===== src/rtl/nip_pkg.sv =====
// nip_pkg: shared constants and FSM encodings for the network input path.
package nip_pkg;
    localparam int BUFID_WIDTH = 9;
    localparam int NUM_PORTS = 2;
    typedef enum logic [1:0] {
        IDLE = 2'd0,
        RD   = 2'd1,
        LOAD = 2'd2
    } dispatch_state_e;
endpackage


===== src/rtl/bufid_slot.sv =====
// bufid_slot: one prefetched bufid offered to a port, held until the port acks it.
module bufid_slot
    import nip_pkg::*;
#(
    parameter int W = BUFID_WIDTH
) (
    input  logic         clk_sys,
    input  logic         reset,
    input  logic         load,
    input  logic [W-1:0] din,
    input  logic         ack,
    output logic         valid,
    output logic [W-1:0] bufid
);
    always_ff @(posedge clk_sys) begin
        if (reset) begin
            valid <= 1'b0;
            bufid <= '0;
        end else if (load) begin
            valid <= 1'b1;
            bufid <= din;
        end else if (ack && valid) begin
            valid <= 1'b0;
        end
    end
endmodule


===== src/rtl/pkt_bufid_dispatch.sv =====
// pkt_bufid_dispatch: prefetches free bufids from the shared pool into one slot per
// input port, refilling round-robin while the pool stays above the reserve threshold.
module pkt_bufid_dispatch #(
    parameter int BUFID_WIDTH = nip_pkg::BUFID_WIDTH
) (
    input  logic                   clk_sys,
    input  logic                   reset,
    output logic                   o_free_bufid_rd,
    input  logic [BUFID_WIDTH-1:0] iv_free_bufid,
    input  logic                   i_free_bufid_fifo_empty,
    input  logic [8:0]             iv_free_bufid_fifo_rdusedw,
    input  logic [8:0]             iv_reserve_threshold,
    output logic                   o_pkt_bufid_wr_p0,
    output logic                   o_pkt_bufid_wr_p1,
    output logic [BUFID_WIDTH-1:0] ov_pkt_bufid_p0,
    output logic [BUFID_WIDTH-1:0] ov_pkt_bufid_p1,
    input  logic                   i_pkt_bufid_ack_p0,
    input  logic                   i_pkt_bufid_ack_p1,
    output logic                   o_bufid_starve_pulse,
    output logic [1:0]             ov_dispatch_state
);
    import nip_pkg::*;

    dispatch_state_e state, state_nxt;
    logic rr, rr_nxt, tgt, tgt_nxt, starve;
    logic any_empty, can_refill, pick;
    logic [NUM_PORTS-1:0] slot_valid, slot_load, slot_ack;
    logic [BUFID_WIDTH-1:0] slot_bufid [NUM_PORTS];

    assign slot_ack = {i_pkt_bufid_ack_p1, i_pkt_bufid_ack_p0};

    for (genvar i = 0; i < NUM_PORTS; i++) begin : g_slot
        bufid_slot #(.W(BUFID_WIDTH)) u_slot (
            .clk_sys (clk_sys),
            .reset   (reset),
            .load    (slot_load[i]),
            .din     (iv_free_bufid),
            .ack     (slot_ack[i]),
            .valid   (slot_valid[i]),
            .bufid   (slot_bufid[i])
        );
    end

    assign any_empty  = ~&slot_valid;
    assign can_refill = !i_free_bufid_fifo_empty && (iv_free_bufid_fifo_rdusedw > iv_reserve_threshold);
    assign pick       = slot_valid[rr] ? ~rr : rr;

    always_comb begin
        state_nxt = state;
        tgt_nxt   = tgt;
        rr_nxt    = rr;
        slot_load = '0;
        case (state)
            IDLE: if (any_empty && can_refill) begin
                state_nxt = RD;
                tgt_nxt   = pick;
            end
            RD:   state_nxt = LOAD;
            LOAD: begin
                state_nxt      = IDLE;
                slot_load[tgt] = 1'b1;
                rr_nxt         = ~tgt;
            end
            default: state_nxt = IDLE;
        endcase
    end

    always_ff @(posedge clk_sys) begin
        if (reset) begin
            state  <= IDLE;
            tgt    <= 1'b0;
            rr     <= 1'b0;
            starve <= 1'b0;
        end else begin
            state  <= state_nxt;
            tgt    <= tgt_nxt;
            rr     <= rr_nxt;
            starve <= (state == IDLE) && any_empty && !can_refill;
        end
    end

    // Read data arrives during LOAD, one cycle after the strobe decoded from RD.
    assign o_free_bufid_rd      = (state == RD);
    assign ov_dispatch_state    = state;
    assign o_bufid_starve_pulse = starve;
    assign o_pkt_bufid_wr_p0    = slot_valid[0];
    assign o_pkt_bufid_wr_p1    = slot_valid[1];
    assign ov_pkt_bufid_p0      = slot_bufid[0];
    assign ov_pkt_bufid_p1      = slot_bufid[1];
endmodule

===== config.mk =====
export PLATFORM = sky130hd
export DESIGN_NAME = pkt_bufid_dispatch
export DESIGN_NICKNAME = d
export VERILOG_FILES = /design/src/rtl/nip_pkg.sv /design/src/rtl/bufid_slot.sv /design/src/rtl/pkt_bufid_dispatch.sv
export SDC_FILE = /design/constraint.sdc
export NUM_CORES = 1
export LEC_CHECK = 0
export ABC_AREA = 1
export BUFFER_PORTS_ARGS = -buffer_cell sky130_fd_sc_hd__buf_4
export CORE_ASPECT_RATIO = 0.75
export CORE_MARGIN = 2
export CORE_UTILIZATION = 49
export DETAILED_ROUTE_END_ITERATION = 7
export PLACE_DENSITY = 0.83
export SETUP_SLACK_MARGIN = 0.2
export SLEW_MARGIN = 15
export SYNTH_ARGS = -nofsm -noshare
export SYNTH_HDL_FRONTEND = slang
export SYNTH_SLANG_ARGS = --single-unit

===== constraint.sdc =====
create_clock -name clk_sys -period 3.4 [get_ports clk_sys]
set_clock_uncertainty 0.15 [all_clocks]
set_input_delay 0.17 -clock clk_sys [delete_from_list [all_inputs] [get_ports clk_sys]]
set_output_delay 0.17 -clock clk_sys [all_outputs]
set_load 0.01 [all_outputs]

==> out/summary.json, run 1 <==
{
  "clock_network": {
    "clock_insertion_delay_worst_skew_ps": 320,
    "clkSlewWorstSetupHoldPaths_ps": 130,
    "cts_tree": "yes",
    "cts_max_level": 1,
    "cts_max_path_bufs": 2,
    "cts_resized": 0,
    "cts_made_buffers": 3,
    "cts_sinks": 25,
    "cts-root-buf": "sky130_fd_sc_hd__clkbuf_4"
  },
  "layout": {
    "area_growth_pct": 47.9,
    "filler_cell_count": 184,
    "layout_commonest_cell": "sky130_fd_sc_hd__buf_4",
    "drive_gt1_frac": 0.354,
    "num_antenna_cells": 0,
    "final_nets": 271,
    "final_cell_mix": "sky130_fd_sc_hd__buf_4, sky130_fd_sc_hd__nand2_1, sky130_fd_sc_hd__inv_1"
  },
  "drt": {
    "post_drt_via_cell_ratio": 4.77,
    "post_drt_wl_per_cell_um": 13.1,
    "detail_route.drc_violations": 0,
    "drt-pass1-iter-count": 4,
    "drt-total-wl_um": 3450,
    "drtIter0Drc": 54,
    "ant_nets": 0,
    "routed-via-count": 1255
  },
  "logic_synthesis": {
    "synth-compound-area-share": 0.185,
    "yosys-top-cells-area": "sky130_fd_sc_hd__dfxtp_1, sky130_fd_sc_hd__nand2_1, sky130_fd_sc_hd__ha_1, sky130_fd_sc_hd__inv_1, sky130_fd_sc_hd__a21oi_2",
    "post_synth_fa_ha_maj_area_fraction": 0.0905,
    "yosysSeqAreaShare": 0.402,
    "synthSimpleGateAreaFrac": 0.203,
    "synth.mux.area_fraction": 0,
    "syn_area_mm2": 0.00124,
    "yosysTopAreaCellShare": 0.402,
    "synth_seq_cells": 25,
    "ys_warn_count": 0,
    "synth_top_family_by_area": "simple AND/OR/NAND/NOR gates",
    "yosys.area_share.xor_xnor": 0,
    "cell_variety_after_synth": 20,
    "postSynthCellCount": 160,
    "avgSynthCellArea_um2": 7.77,
    "synth_area_leader_cell": "sky130_fd_sc_hd__dfxtp_1",
    "synth_nets": 201
  },
  "timing": {
    "fmaxAchievable_ghz": 0.518,
    "fin_hold_ws_ps": 13.8,
    "timing.max_slew.rel_slack": 0.671,
    "worst-slew-pin-transition_ps": 493,
    "post-route-min-period_ps": 1930,
    "final_max_slew_viol_count": 0,
    "setup_violation_total_in_the_final_timing_report": 0,
    "post-route-period-util": 0.568,
    "hold_viol": 0,
    "unrepaired_setup_endpoints_after_global_routing": "no",
    "totalNegativeSetupSlack_ps": 0,
    "fin_ws_ps": 1470
  },
  "die": {
    "std_cell_rows": 15,
    "start_util": 0.530,
    "die_area_mm2": 0.00296,
    "die_width_um": 62.2,
    "num_io_pins": 56,
    "core_area_mm2": 0.00235,
    "die_h_um": 47.6
  },
  "critical_path": {
    "worst-endpoint-required_ps": 3520,
    "endpoint_arrival_time_on_the_critical_path_ps": 2050,
    "cpMaxStageDelayCell": "sky130_fd_sc_hd__dlygate4sd3_1",
    "worstPathCellList": "nand3_1 -> a21oi_2 -> dlygate4sd3_1",
    "timing.critical_path.buf_inv": 1,
    "worstSetupStartpoint": "ov_dispatch_state[1]",
    "critPathTopFamily": "buffers and inverters",
    "worst_setup_path_end_kind": "flip-flop",
    "worstSetupStartpointType": "flip-flop",
    "worstPathMaxFanout": 11,
    "critical_path.max_stage_delay_ps": 550,
    "timing_worst_setup_path_type": "flip-flop to flip-flop",
    "rr_startpoint": "ov_dispatch_state[1]"
  },
  "global_route": {
    "via_count_of_the_first_global_routing_pass": 1238,
    "largest_net_degree_at_the_start_of_global_routing": 20,
    "grt_first_pass_wirelength_um": 5560,
    "gr-total-overflow": 0,
    "groute.usage.overall": 0.251,
    "antenna_violations_before_repair": 0
  },
  "placed_design": {
    "dpl.hpwl_um": 2370,
    "dpl_worst_slack_ps": 1740,
    "routabilityCongestion": 0.736,
    "portBuffers": 55
  },
  "min_path": {
    "timing.hold.worst.start": "reset",
    "timing.hold.worst.class": "primary input to flip-flop"
  },
  "power_and_ir_drop": {
    "peakVddDrop_mv": 0.347,
    "cellLeakagePower_nw": 0.880,
    "cellPowerDensity_mw_per_mm2": 306
  },
  "run_status": {
    "outcome": "completed"
  },
  "run": {
    "max-cap-violations": 0
  }
}
[registers in the layout (all words and copies together), names as in the netlist]
register / cells
g_slot.u_slot.bufid: 18
g_slot.u_slot.valid: 2
ov_dispatch_state: 2
o_bufid_starve_pulse: 1
rr: 1
tgt: 1
[worst paths after layout]
check                              end  slack (ps)  depth (start not counted)
min          g_slot[1].u_slot.bufid[4]          10                          2
max             g_slot[1].u_slot.valid        1470                          3
max reg2reg     g_slot[1].u_slot.valid        1470                          3
min reg2reg  g_slot[0].u_slot.bufid[4]         310                          2
[Yosys cell counts (all sizes together)]
| cell | n |
|---|---|
| a211oi | 1 |
| a21oi | 25 |
| buf | 4 |
| clkinv | 1 |
| dfxtp | 25 |
| ha | 9 |
| inv | 30 |
| nand2 | 38 |
| nand3 | 6 |
| nor2 | 10 |
| nor3 | 2 |
| o21ai | 9 |
[layout make-up]
class                   count  area [um2]  area share
multi-input cells         100         596       0.324
repair buffers             69         553       0.301
flip-flops and latches     25         500       0.272
inverters                  31         121      0.0660
well taps                  34        42.5      0.0231
clock buffers               4        26.3      0.0143
[per-stage QoR]
stage                      util  power [mW]  cell area (um2)  std cells
after global placement    0.713       0.420             1670        245
after floorplan               -       0.374             1240        160
after global routing      0.784       0.589             1840        263
after detailed placement  0.713       0.426             1670        245
after CTS                 0.784       0.563             1840        263
final                     0.784       0.563             1840        263
[logic make-up after synthesis]
family,count (synthesis)
simple gates,56
compound gates,35
buf+inv,35
flops,25
fa+ha+maj,9
[power by group]
group          internal (mW)  leakage, nW  switching [mW]
Sequential             0.302        0.203         0.00611
Clock                 0.0459       0.0150          0.0840
Combinational         0.0644        0.662          0.0604
[what timing repair did]
| action | 4_1_cts | 5_1_grt |
|---|---|---|
| endpoints found under the hold margin | 21 | 0 |
| buffers inserted | 0 | 0 |
| hold buffers | 14 | 0 |
[layer usage]
layer	global-route usage	vias up	share of wire
met2	0.480	46	0.51
met3	0.0565	8	0.053
met4	0.0933	0	0.020
met5	0	-	0
li1	-	641	-
met1	0.292	560	0.42
Power figures use the tool's default switching activity.
==> run 2, diff against run 1 <==
- CORE_UTILIZATION: 49 -> 46
- PLACE_DENSITY: 0.83 -> 0.78
- clock period: 3.4 -> 2 ns (I/O delays scaled with it)
==> run 2 against run 1 <==
Net effect: clock-buffer cell count unchanged; utilization is 6.4 points lower; sequential power increased by 70%; die area increased by 6.0%; sequential share of layout area shrank 0.24 points; final cell count increased by 1.5%; highest routed layer unchanged.
==> out/summary.json, run 2 (synthesis gave the netlist of run 1 again) <==
{
  "layout": {
    "final_cell_mix": "sky130_fd_sc_hd__buf_4, sky130_fd_sc_hd__nand2_1, sky130_fd_sc_hd__inv_1",
    "area_growth_pct": 49.6,
    "drive_gt1_frac": {"value": 0.359, "change": "+0.00560"},
    "largest_register": "g_slot.u_slot.bufid",
    "layout_commonest_cell": "sky130_fd_sc_hd__buf_4",
    "finalInstanceArea": {"value": 0.00186, "unit": "mm2", "change": "+1.2%"},
    "final_nets": {"value": 273, "change": "+0.74%"},
    "final_core_util": {"value": 0.720, "change": "-0.0636"},
    "flip_flop_count_of_the_largest_register_all_copies_and_words_added": {"value": 18, "change": "unchanged"},
    "num_antenna_cells": {"value": 0, "change": "unchanged"}
  },
  "timing": {
    "post-route-period-util": {"value": 0.833, "change": "+0.265"},
    "final_max_slew_viol_count": {"value": 0, "change": "unchanged"},
    "worst-slew-pin-transition": {"value": 301, "unit": "ps", "change": "-192 ps"},
    "post-route-min-period": {"value": 1670, "unit": "ps", "change": "-265 ps"},
    "totalNegativeSetupSlack": {"value": 0, "unit": "ps", "change": "unchanged"},
    "setup_violation_total_in_the_final_timing_report": {"value": 0, "change": "unchanged"},
    "fin_ws": {"value": 334, "unit": "ps", "change": "-1140 ps"},
    "fmaxAchievable": {"value": 0.600, "unit": "GHz", "change": "+16%"},
    "unrepaired_setup_endpoints_after_global_routing": "no",
    "hold_viol": {"value": 0, "change": "unchanged"},
    "timing.max_slew.rel_slack": {"value": 0.800, "change": "+0.129"}
  },
  "die": {
    "die_area": {"value": 0.00314, "unit": "mm2", "change": "+6.0%"},
    "die_width": {"value": 64.0, "unit": "um", "change": "+3.0%"},
    "core_area": {"value": 0.00258, "unit": "mm2", "change": "+10%"},
    "num_io_pins": {"value": 56, "change": "unchanged"},
    "start_util": {"value": 0.482, "change": "-0.0485"},
    "std_cell_rows": {"value": 16, "change": "+1"},
    "die_h": {"value": 49.0, "unit": "um", "change": "+2.9%"}
  },
  "critical_path": {
    "worst-endpoint-required": {"value": 2120, "unit": "ps", "change": "-1400 ps"},
    "worstPathMaxFanout": {"value": 19, "change": "+8"},
    "timing_worst_setup_path_type": "flip-flop to flip-flop",
    "cpMaxStageDelayCell": "sky130_fd_sc_hd__dlygate4sd3_1",
    "endpoint_arrival_time_on_the_critical_path": {"value": 1780, "unit": "ps", "change": "-270 ps"},
    "worstPathCellList": "inv_2 -> nand3_4 -> a21oi_2 -> dlygate4sd3_1",
    "critPathTopFamily": "buffers and inverters",
    "worstSetupStartpointType": "flip-flop",
    "timing.critical_path.buf_inv": {"value": 2, "change": "+1"},
    "critical_path.max_stage_delay": {"value": 550, "unit": "ps", "change": "about the same"},
    "worst_setup_path_end_kind": "flip-flop"
  },
  "drt": {
    "post_drt_wl_per_cell": {"value": 11.8, "unit": "um", "change": "-10%"},
    "drtIter0Drc": {"value": 62, "change": "+15%"},
    "drt-pass1-iter-count": {"value": 4, "change": "unchanged"},
    "ant_nets": {"value": 0, "change": "unchanged"},
    "post_drt_via_cell_ratio": {"value": 4.69, "change": "-1.7%"},
    "drt-total-wl": {"value": 3140, "unit": "um", "change": "-8.8%"},
    "detail_route.drc_violations": {"value": 0, "change": "unchanged"},
    "routed-via-count": {"value": 1253, "change": "-0.16%"}
  },
  "clock_network": {
    "cts-root-buf": "sky130_fd_sc_hd__clkbuf_4",
    "cts_tree": "yes",
    "cts_sinks": {"value": 25, "change": "unchanged"},
    "clock_insertion_delay_worst_skew": {"value": 310, "unit": "ps", "change": "about the same"},
    "clkSlewWorstSetupHoldPaths": {"value": 130, "unit": "ps", "change": "about the same"},
    "cts_made_buffers": {"value": 3, "change": "unchanged"},
    "cts_max_level": {"value": 1, "change": "unchanged"},
    "cts_max_path_bufs": {"value": 2, "change": "unchanged"}
  },
  "power_and_ir_drop": {
    "fin_total_pwr": {"value": 0.958, "unit": "mW", "change": "+70%"},
    "cellLeakagePower": {"value": 0.889, "unit": "nW", "change": "+1.0%"},
    "cellPowerDensity": {"value": 515, "unit": "mW/mm2", "change": "+68%"},
    "peakVddDrop": {"value": 0.366, "unit": "mV", "change": "+5.6%"}
  },
  "placed_design": {
    "routabilityCongestion": {"value": 0.749, "change": "+1.7%"},
    "dpl_worst_slack": {"value": 522, "unit": "ps", "change": "-1210 ps"},
    "placedInstanceArea": {"value": 0.00168, "unit": "mm2", "change": "+0.60%"},
    "dpl.hpwl": {"value": 2240, "unit": "um", "change": "-5.2%"},
    "portBuffers": {"value": 55, "change": "unchanged"}
  },
  "min_path": {
    "timing.hold.worst.class": "primary input to flip-flop"
  },
  "global_route": {
    "via_count_of_the_first_global_routing_pass": {"value": 1229, "change": "-0.73%"},
    "grt_first_pass_wirelength": {"value": 5330, "unit": "um", "change": "-4.1%"},
    "gr-total-overflow": {"value": 0, "change": "unchanged"},
    "largest_net_degree_at_the_start_of_global_routing": {"value": 20, "change": "unchanged"},
    "groute.usage.overall": {"value": 0.215, "change": "-0.0355"},
    "antenna_violations_before_repair": {"value": 0, "change": "unchanged"}
  },
  "run": {
    "max-cap-violations": {"value": 0, "change": "unchanged"}
  },
  "run_status": {
    "outcome": "completed"
  }
}
-- run 2: cell count changes in the layout (fill, tap and decap cells not counted), sizes merged --
cell,before,now
buf,55,56
dlygate4sd3,14,15
-- run 2: report_power, final --
group          leakage [nW]  internal (mW)  switching (mW)
sequential            0.203          0.513         0.00965
combinational         0.671          0.111           0.101
clock                0.0150         0.0780           0.145
-- run 2: final cells by class --
| class | count | area [um2] |
|---|---|---|
| Multi-Input combinational cell | 100 | 596 |
| Fill cell | 203 | 722 |
| Sequential cell | 25 | 502 |
| Clock buffer | 4 | 26.3 |
| Inverter | 31 | 121 |
| Tap cell | 36 | 45.0 |
| Timing Repair Buffer | 71 | 571 |
-- run 2: path summary, 6_finish.rpt --
kind / endpoint / from / cells after the start / slack (ps)
worst min-delay path: o_bufid_starve_pulse / iv_free_bufid_fifo_rdusedw[4] / 7 / 170
worst max register to register: g_slot[0].u_slot.valid / ov_dispatch_state[0] / 4 / 330
worst max-delay path: g_slot[0].u_slot.valid / ov_dispatch_state[0] / 4 / 330
worst min register to register: g_slot[0].u_slot.bufid[1] / g_slot[0].u_slot.bufid[1] / 2 / 320
-- run 2: per-layer routing --
layer	routed length, um	up-vias	part of all wire	GRT usage
met5	0	-	0	0
met4	65	0	0.021	0.0688
met3	159	8	0.051	0.0485
met2	1550	39	0.49	0.384
met1	1370	561	0.44	0.256
li1	-	645	-	-
-- run 2: tightest hold or removal path, stage by stage --
cell and delay [ps]:
sky130_fd_sc_hd__buf_4 80, sky130_fd_sc_hd__ha_1 130, sky130_fd_sc_hd__a21oi_1 40, sky130_fd_sc_hd__nand2_1 50
sky130_fd_sc_hd__nand2_1 50, sky130_fd_sc_hd__nand3_2 70, sky130_fd_sc_hd__a211oi_1 70
-- run 2: per-stage QoR --
step	hold WS (ps)	instances
global placement	215	248
finish	173	267
CTS	173	267
detailed placement	222	248
floorplan	93.4	160
global route	211	267
-- run 2: repair_timing --
action                                  CTS  global route
resized for setup                         0             1
hold buffers                             15             0
buffers inserted                          0             0
endpoints found under the hold margin    24             0
endpoints found under the setup margin    0             2
==> run 3, diff against run 2 <==
- CORE_UTILIZATION: 46 -> 41
- PLACE_DENSITY: 0.78 -> 0.74
- clock period: 2 -> 1.5 ns (I/O delays scaled with it)
==> run 3 against run 2 <==
Net effect: critical path depth grew 3; clock power is 74% higher; routed wire length down 14%; largest cell class is now buffers; hold slack improved by 16 ps; combinational power is 33% higher; clock-buffer cell count is the same; largest power group unchanged.
==> out/summary.json, run 3 (synthesis gave the netlist of run 1 again) <==
{
  "layout": {
    "drive_gt1_frac": {"value": 0.388, "change": "+0.0289"},
    "layout_commonest_cell": "sky130_fd_sc_hd__buf_4",
    "final_cells": {"value": 275, "change": "+3.0%"},
    "num_antenna_cells": {"value": 0, "change": "unchanged"},
    "final_cell_mix": "sky130_fd_sc_hd__buf_4, sky130_fd_sc_hd__nand2_1, sky130_fd_sc_hd__inv_1",
    "filler_cell_count": {"value": 247, "change": "+22%"},
    "largest_register": "g_slot.u_slot.bufid",
    "final_nets": {"value": 279, "change": "+2.2%"},
    "flip_flop_count_of_the_largest_register_all_copies_and_words_added": {"value": 18, "change": "unchanged"},
    "area_growth_pct": 54.9
  },
  "clock_network": {
    "cts_tree": "yes",
    "cts_max_level": {"value": 1, "change": "unchanged"},
    "cts_max_path_bufs": {"value": 2, "change": "unchanged"},
    "clkSlewWorstSetupHoldPaths": {"value": 80, "unit": "ps", "change": "-50 ps"},
    "clock_insertion_delay_worst_skew": {"value": 260, "unit": "ps", "change": "-50 ps"},
    "cts_made_buffers": {"value": 3, "change": "unchanged"},
    "cts-root-buf": "sky130_fd_sc_hd__clkbuf_8",
    "cts_sinks": {"value": 25, "change": "unchanged"}
  },
  "drt": {
    "drt-total-wl": {"value": 2690, "unit": "um", "change": "-14%"},
    "drtIter0Drc": {"value": 41, "change": "-34%"},
    "ant_nets": {"value": 0, "change": "unchanged"},
    "drt-pass1-iter-count": {"value": 4, "change": "unchanged"},
    "routed-via-count": {"value": 1204, "change": "-3.9%"},
    "post_drt_wl_per_cell": {"value": 9.78, "unit": "um", "change": "-17%"},
    "post_drt_via_cell_ratio": {"value": 4.38, "change": "-6.7%"},
    "detail_route.drc_violations": {"value": 0, "change": "unchanged"}
  },
  "critical_path": {
    "endpoint_arrival_time_on_the_critical_path": {"value": 1250, "unit": "ps", "change": "-530 ps"},
    "worstRegToRegCells": {"value": 7, "change": "+3"},
    "critPathTopFamily": "simple AND/OR/NAND/NOR gates",
    "worst_setup_path_end_kind": "flip-flop",
    "critical_path.max_stage_delay": {"value": 340, "unit": "ps", "change": "-210 ps"},
    "timing_worst_setup_path_type": "flip-flop to flip-flop",
    "worstSetupStartpointType": "flip-flop",
    "crit_top_cell": "sky130_fd_sc_hd__nor2_1",
    "cpMaxStageDelayCell": "sky130_fd_sc_hd__dfxtp_2",
    "worstPathMaxFanout": {"value": 5, "change": "-14"},
    "worstPathCellList": "buf_4 -> nor2_1 -> nand2_1 -> inv_1 -> nand3_2 -> nor2_1 -> nor2_2",
    "timing.critical_path.buf_inv": {"value": 2, "change": "unchanged"},
    "path_depth": {"value": 7, "change": "+3"},
    "worst-endpoint-required": {"value": 1520, "unit": "ps", "change": "-600 ps"}
  },
  "placed_design": {
    "dpl.hpwl": {"value": 1960, "unit": "um", "change": "-13%"},
    "portBuffers": {"value": 55, "change": "unchanged"},
    "routabilityCongestion": {"value": 0.775, "change": "+3.6%"},
    "placedCellCount": {"value": 252, "change": "+1.6%"}
  },
  "run": {
    "max-cap-violations": {"value": 0, "change": "unchanged"}
  },
  "timing": {
    "fmaxAchievable": {"value": 0.812, "unit": "GHz", "change": "+35%"},
    "final_max_slew_viol_count": {"value": 0, "change": "unchanged"},
    "worst-slew-pin-transition": {"value": 252, "unit": "ps", "change": "-48.8 ps"},
    "timing.max_slew.rel_slack": {"value": 0.832, "change": "+0.0325"},
    "unrepaired_setup_endpoints_after_global_routing": "no",
    "setup_violation_total_in_the_final_timing_report": {"value": 0, "change": "unchanged"},
    "post-route-period-util": {"value": 0.821, "change": "-0.0121"},
    "post-route-min-period": {"value": 1230, "unit": "ps", "change": "-435 ps"},
    "hold_viol": {"value": 0, "change": "unchanged"},
    "totalNegativeSetupSlack": {"value": 0, "unit": "ps", "change": "unchanged"}
  },
  "die": {
    "std_cell_rows": {"value": 17, "change": "+1"},
    "die_width": {"value": 67.6, "unit": "um", "change": "+5.6%"},
    "num_io_pins": {"value": 56, "change": "unchanged"},
    "start_util": {"value": 0.427, "change": "-0.0548"},
    "die_area": {"value": 0.00349, "unit": "mm2", "change": "+11%"},
    "die_h": {"value": 51.7, "unit": "um", "change": "+5.4%"},
    "core_area": {"value": 0.00291, "unit": "mm2", "change": "+13%"}
  },
  "run_status": {
    "outcome": "completed"
  },
  "global_route": {
    "gr-total-overflow": {"value": 0, "change": "unchanged"},
    "largest_net_degree_at_the_start_of_global_routing": {"value": 20, "change": "unchanged"},
    "groute.usage.overall": {"value": 0.172, "change": "-0.0435"},
    "via_count_of_the_first_global_routing_pass": {"value": 1051, "change": "-14%"},
    "antenna_violations_before_repair": {"value": 0, "change": "unchanged"},
    "grt_first_pass_wirelength": {"value": 4510, "unit": "um", "change": "-16%"}
  },
  "power_and_ir_drop": {
    "cellPowerDensity": {"value": 709, "unit": "mW/mm2", "change": "+38%"},
    "peakVddDrop": {"value": 0.559, "unit": "mV", "change": "+53%"},
    "cellLeakagePower": {"value": 0.915, "unit": "nW", "change": "+2.9%"}
  },
  "min_path": {
    "timing.hold.worst.class": "primary input to flip-flop",
    "hold_depth": {"value": 7, "change": "unchanged"}
  }
}
run 3: repair_timing:
item,CTS,global route
hold buffers,13,0
setup buffers,0,5
endpoints found under the setup margin,0,18
resized for setup,0,3
hold endpoints to repair,23,0
run 3: worst register-to-register path: cells and delay by family (launching register included):
kind	cells	cell delay (ps)
and+or+nand+nor	5	420
DFF	1	340
buffers and inverters	2	220
run 3: cell type report:
| type | instances | area [um2] | share of cell area |
|---|---|---|---|
| clock buffer | 4 | 45.0 | 0.0234 |
| inverter | 31 | 121 | 0.0630 |
| multi-input combinational | 100 | 601 | 0.312 |
| sequential | 25 | 502 | 0.260 |
| tap | 38 | 47.5 | 0.0247 |
| timing repair buffer | 76 | 603 | 0.313 |
| timing repair inverter | 1 | 7.51 | 0.00390 |
run 3: layer usage:
| layer | GRT usage | part of all wire | vias to the layer above |
|---|---|---|---|
| met5 | 0 | 0 | - |
| li1 | - | - | 656 |
| met2 | 0.255 | 0.43 | 29 |
| met3 | 0.0584 | 0.068 | 5 |
| met4 | 0.0782 | 0.016 | 0 |
| met1 | 0.224 | 0.49 | 514 |
run 3: stage by stage:
stage,cell area [um2],power [mW],setup WS [ps],hold slack [ps],util
6_report,1930,1.37,268,189,0.661
5_1_grt,1930,1.44,195,217,0.661
3_5_place_dp,1700,0.962,59.4,200,0.584
2_1_floorplan,1240,0.847,258,68.4,-
4_1_cts,1880,1.38,205,192,0.644
3_3_place_gp,1700,0.958,101,191,0.584
run 3: power breakdown:
group / total, mW / leakage, nW / switching (mW) / internal [mW]
registers: 0.695 / 0.203 / 0.0120 / 0.683
logic: 0.283 / 0.689 / 0.131 / 0.152
clock network: 0.388 / 0.0228 / 0.198 / 0.190
total: 1.37 / 0.915 / 0.341 / 1.03
run 3: final timing paths:
| kind | startpoint | end | slack, ps |
|---|---|---|---|
| worst max-delay path | ov_dispatch_state[1] | tgt | 270 |
| worst min-delay path | iv_free_bufid_fifo_rdusedw[8] | o_bufid_starve_pulse | 190 |
| worst max register to register | ov_dispatch_state[1] | tgt | 270 |
| worst min register to register | g_slot[0].u_slot.bufid[3] | g_slot[0].u_slot.bufid[3] | 310 |
